`src/rtl/bus_source_arbiter.sv`:
```
// Registered bus-source arbiter: picks one drive request per cycle and registers the mux select.
// It also provides a hold/lock handshake and counts multi-driver conflicts. Define BUS_ARB_ROUND_ROBIN_EN for rotating priority.
module bus_source_arbiter #(
   parameter int NUM_SRC     = 24,
   parameter int SEL_W       = 5,
   parameter int DEFAULT_SEL = 0,
   parameter int CNT_W       = 8
) (
   input  logic               clk,
   input  logic               clr_n,
   input  logic [NUM_SRC-1:0] src_out,
   input  logic               hold,
   input  logic               cnt_clr,
   output logic [SEL_W-1:0]   sel,
   output logic               sel_valid,
   output logic               conflict,
   output logic [CNT_W-1:0]   conflict_cnt
);

   if (NUM_SRC < 2 || NUM_SRC > 32) begin : g_bad_num_src
      $error("bus_source_arbiter: NUM_SRC must be 2..32");
   end
   if (SEL_W < $clog2(NUM_SRC)) begin : g_bad_sel_w
      $error("bus_source_arbiter: SEL_W too narrow for NUM_SRC");
   end
   if (DEFAULT_SEL < 0 || DEFAULT_SEL >= NUM_SRC) begin : g_bad_default
      $error("bus_source_arbiter: DEFAULT_SEL must name a real source");
   end

   logic [SEL_W-1:0] sel_q, sel_d;
   logic             sel_valid_q, sel_valid_d;
   logic             conflict_q, conflict_d;
   logic [CNT_W-1:0] cnt_q, cnt_d;
   logic [SEL_W-1:0] win;
   logic             found;
   logic             hold_act;

`ifdef BUS_ARB_ROUND_ROBIN_EN
   logic [SEL_W-1:0] rr_ptr_q, rr_ptr_d;

   // Rotating search starting at rr_ptr; first hit wins.
   always_comb begin
      int idx;
      win   = '0;
      found = 1'b0;
      for (int k = 0; k < NUM_SRC; k++) begin
         idx = int'(rr_ptr_q) + k;
         if (idx >= NUM_SRC) idx = idx - NUM_SRC;
         if (!found && src_out[idx]) begin
            found = 1'b1;
            win   = SEL_W'(idx);
         end
      end
   end

   always_comb begin
      rr_ptr_d = rr_ptr_q;
      if (!hold_act && found)
         rr_ptr_d = (win == SEL_W'(NUM_SRC - 1)) ? '0 : win + 1'b1;
   end

   always_ff @(posedge clk or negedge clr_n) begin
      if (!clr_n) rr_ptr_q <= '0;
      else        rr_ptr_q <= rr_ptr_d;
   end
`else
   // Descending scan so the lowest set index is the last one written.
   always_comb begin
      win   = '0;
      found = |src_out;
      for (int i = NUM_SRC - 1; i >= 0; i--) begin
         if (src_out[i]) win = SEL_W'(i);
      end
   end
`endif

   always_comb begin
      hold_act    = hold & sel_valid_q;
      sel_d       = sel_q;
      sel_valid_d = sel_valid_q;
      if (!hold_act) begin
         sel_valid_d = found;
         if (found) sel_d = win;
      end
      // Clearing the lowest set bit leaves something only if two or more were set.
      conflict_d = |(src_out & (src_out - NUM_SRC'(1)));
      cnt_d      = cnt_q;
      if (cnt_clr)                    cnt_d = '0;
      else if (conflict_d && ~&cnt_q) cnt_d = cnt_q + 1'b1;
   end

   always_ff @(posedge clk or negedge clr_n) begin
      if (!clr_n) begin
         sel_q       <= SEL_W'(DEFAULT_SEL);
         sel_valid_q <= 1'b0;
         conflict_q  <= 1'b0;
         cnt_q       <= '0;
      end else begin
         sel_q       <= sel_d;
         sel_valid_q <= sel_valid_d;
         conflict_q  <= conflict_d;
         cnt_q       <= cnt_d;
      end
   end

   assign sel          = sel_q;
   assign sel_valid    = sel_valid_q;
   assign conflict     = conflict_q;
   assign conflict_cnt = cnt_q;

endmodule
```
`config.mk`:
```
export PLATFORM = sky130hd
export DESIGN_NAME = bus_source_arbiter
export DESIGN_NICKNAME = d
export VERILOG_FILES = /design/src/rtl/bus_source_arbiter.sv
export SDC_FILE = /design/constraint.sdc
export NUM_CORES = 1
export LEC_CHECK = 0
export BUFFER_PORTS_ARGS = -buffer_cell sky130_fd_sc_hd__buf_2
export CORE_MARGIN = 5
export CORE_UTILIZATION = 40
export DETAILED_ROUTE_END_ITERATION = 8
export PLACE_DENSITY = 0.69
export SLEW_MARGIN = 5
export SYNTH_ARGS = -nofsm -noshare
export SYNTH_HDL_FRONTEND = slang
export SYNTH_SLANG_ARGS = --single-unit
```
`constraint.sdc`:
```
create_clock -name clk -period 1.69 [get_ports clk]
set_clock_uncertainty 0.2 [all_clocks]
set_input_delay 0.338 -clock clk [delete_from_list [all_inputs] [get_ports clk]]
set_output_delay 0.338 -clock clk [all_outputs]
set_load 0.05 [all_outputs]
```
==> flow_summary.yaml <==
worst_setup_path:
  cp_top_family: "simple AND/OR/NAND/NOR gates"
  crit_path_class: "input pin to register"
  crit_required_ns: 1.67
  cpMaxStageDelayCell: "or4_4"
  critPathBufInv: 2
  path_cells: "buf_8, or4_4, o31a_1, a2111oi_2, nand4_1, o31ai_4, buf_4, mux2i_1, nor2_1"
  maximum_cell_stage_delay_along_the_critical_path_ns: 0.54
  startpoint_type: "input pin"
  cp.arrival_ns: 2.29
  timing.critical_path.fanout_max: 3
  endpoint_kind: "register"
routing:
  totalWireLength_um: 3930
  wl_met3_um: 232
  drc: 0
  antenna_violating_nets_post_route: 0
  via_count: 1554
  routedWlPerCell_um: 14.4
  drt-met1-wl_um: 1560
  drt_pass1_iterations: 4
  via_per_inst: 5.69
  drt-initial-drc-count: 61
  top_signal_layer_used: "met4"
  met2_length_um: 2030
synthesis:
  ys_ff_latch: 15
  synthTopCellsByArea: "dfrtp_1, a21oi_1, nor2_1"
  syn_nets: 175
  instance_count_of_the_mapped_netlist: 146
  synth_cell_types: 45
  synthesis.area_um2: 1180
  yosysTopAreaCellShare_pct: 31.7
  synth_flop_cell: "dfrtp_1"
  synth-warning-count: 0
  synth_enable_flop_cells: 0
  postSynthAreaPerCell_um2: 8.10
  asyncSetResetFlopFracSynth_pct: 100
  synth.yosys.seq_area_share_pct: 31.7
  yosysTopAreaCell: "dfrtp_1"
die:
  floorplan.io_pins: 43
  initial_cell_density_of_the_core_pct: 42.1
  floorplan.die_area_um2: 4140
  placementRows: 19
  die-width_um: 64.4
  core_area_um2: 2810
  die_height_um: 64.4
grt:
  grt_antenna_before_repair: 0
  grt_pass1_wl_um: 6690
  grt-ovfl-total: 0
  grt_start_max_net_pins: 16
  first_global_vias: 1573
  globalRouteTotalUtil_pct: 20.0
finish:
  utilization_pct: 73.4
  synthToLayoutAreaGrowth_pct: 74.1
  finish.instance_area_um2: 2060
  drive_gt1_share_pct: 51.7
  finalNetCount: 272
  antenna-diode-count: 0
  layout.filler_cells: 230
  post_layout_nonfiller_instances: 273
placement:
  place.detailed.hpwl_um: 3240
  dpl_cell_area_um2: 1910
  post-place-ws_ns: -0.972
  placed_cells: 267
  io_buffers: 42
  gp_routability_congestion: 0.914
sta:
  finalCritPeriodShare_pct: 137
  timing.fmax_ghz: 0.432
  final.min_clock_period_ns: 2.31
  slew_headroom_pct: 76.4
  finalSetupViolCount: 15
  setup_total_negative_slack_ns: -7.73
  final-hold-violation-count: 0
  rsz0062_at_grt: "true"
  layout_setup_ws_ns: -0.623
  report.final.slew_viol_count: 0
  worstMarginPinSlew_ns: 0.351
power_and_ir_drop:
  power_density_nw_per_um2: 449
  worst_ir_drop_vdd_mv: 0.244
  power_leakage_nw: 0.948
clock_tree:
  clockRootBuffer: "clkbuf_4"
  clock-sinks: 15
  worst_setup_hold_path_clk_slew_ns: 0.10
  maximum_root_to_sink_buffer_count: 2
  tritoncts: "built"
  worst_skew_pair.late_latency_ns: 0.29
  tritoncts.num_buffers: 3
  h-tree-depth: 1
status:
  outcome: "finished, violations left"
  failed_checks: "negative setup slack"
worst_hold_path:
  hold_path_class: "input pin to register"
flow_run:
  drv_cap: 0
-- worst reg2reg max path: stages (launching register included) --
cell and delay, ns:
dfrtp_1 0.39, ha_1 0.22, nand3_1 0.13, or2_1 0.18, o31ai_4 0.09, buf_6 0.15, or4_4 0.42, a21oi_1 0.14
-- flip-flops by register name (all words and copies together), names as in the netlist --
signal,cells
sel,5
conflict_cnt,8
conflict,1
sel_valid,1
-- what timing repair did --
action	in CTS	in global routing
gates resized for setup	24	2
hold endpoints to repair	15	0
endpoints found under the setup margin	15	15
gates cloned	0	0
buffers inserted	1	0
hold buffers	1	0
pin swaps	6	1
-- metal layers --
metal / vias up / GRT usage (%)
li1: 765 / -
met1: 727 / 22.9
met2: 52 / 36.7
met3: 10 / 2.45
met4: 0 / 9.23
met5: - / 0
-- final timing paths --
kind | to | cells past startpoint | start | slack, ns
min in group asynchronous | conflict_cnt[7] | 2 | clr_n | 0.27
max | conflict_cnt[1] | 9 | src_out[3] | -0.62
min | conflict_cnt[6] | 2 | cnt_clr | 0.10
max in group asynchronous | conflict_cnt[0] | 2 | clr_n | 0.76
max reg2reg | conflict_cnt[7] | 7 | conflict_cnt[0] | -0.27
min reg2reg | sel[1] | 2 | sel[1] | 0.31
-- layout make-up --
type | instances | area (µm²) | area share (%)
clock buffers | 3 | 22.5 | 1.09
clock inverters | 1 | 5.00 | 0.243
inverters | 8 | 30.0 | 1.46
multi-input cells | 119 | 910 | 44.2
flip-flops and latches | 15 | 375 | 18.2
well taps | 31 | 38.8 | 1.88
repair buffers | 96 | 677 | 32.9
-- per-stage QoR --
| step | power [mW] | hold WS (ns) |
|---|---|---|
| global route | 0.971 | 0.105 |
| global placement | 0.691 | 0.0512 |
| finish | 0.923 | 0.103 |
| CTS | 0.921 | 0.101 |
| detailed placement | 0.700 | 0.0536 |
| floorplan | 0.519 | -0.158 |
-- cells in the final DEF (no fill, tap or decap), types with 4 or more instances in the layout --
cell	synthesis	layout
a211oi_1	5	4
a21oi_1	14	14
buf_2	0	37
buf_4	0	49
buf_6	1	7
dfrtp_1	15	15
inv_1	8	8
nand2_1	10	7
nand3_1	6	5
nor2_1	14	13
nor3_1	4	4
nor4_1	7	4
nor4_4	0	6
o21ai_1	7	7
or3_1	8	7
or4_4	1	4
-- report_power, final --
part | leakage [nW] | switching (mW) | internal [mW]
Combinational | 0.738 | 0.186 | 0.150
Clock | 0.0177 | 0.120 | 0.0881
Sequential | 0.193 | 0.00727 | 0.371
-- kinds of logic (layout without fill, tap and decap cells) --
| logic type | Yosys count | count (layout) | synth area share, % |
|---|---|---|---|
| and+or+nand+nor | 62 | 62 | 29.2 |
| DFF | 15 | 15 | 31.7 |
| buffers and inverters | 12 | 108 | 4.44 |
| muxes | 2 | 2 | 1.80 |
| xor gates and xnor gates | 1 | 1 | 0.741 |
| adders and majority gates | 2 | 2 | 1.90 |
| AOI/OAI and AO/OA | 52 | 52 | 30.2 |
-- Yosys cell counts, drive strengths merged, types with 2 or more instances --
library cell and count:
o41ai 2, nand3 6, dfrtp 15, nor2 14, clkbuf 2, a211oi 5
a21o 2, a21oi 14, inv 8, o21bai 3, o31a 2, buf 2
nand2 10, or3 8, or4 4, or2 2, o31ai 6, nor4 10
nor3 4, o21ai 8
Power figures use the tool's default switching activity.
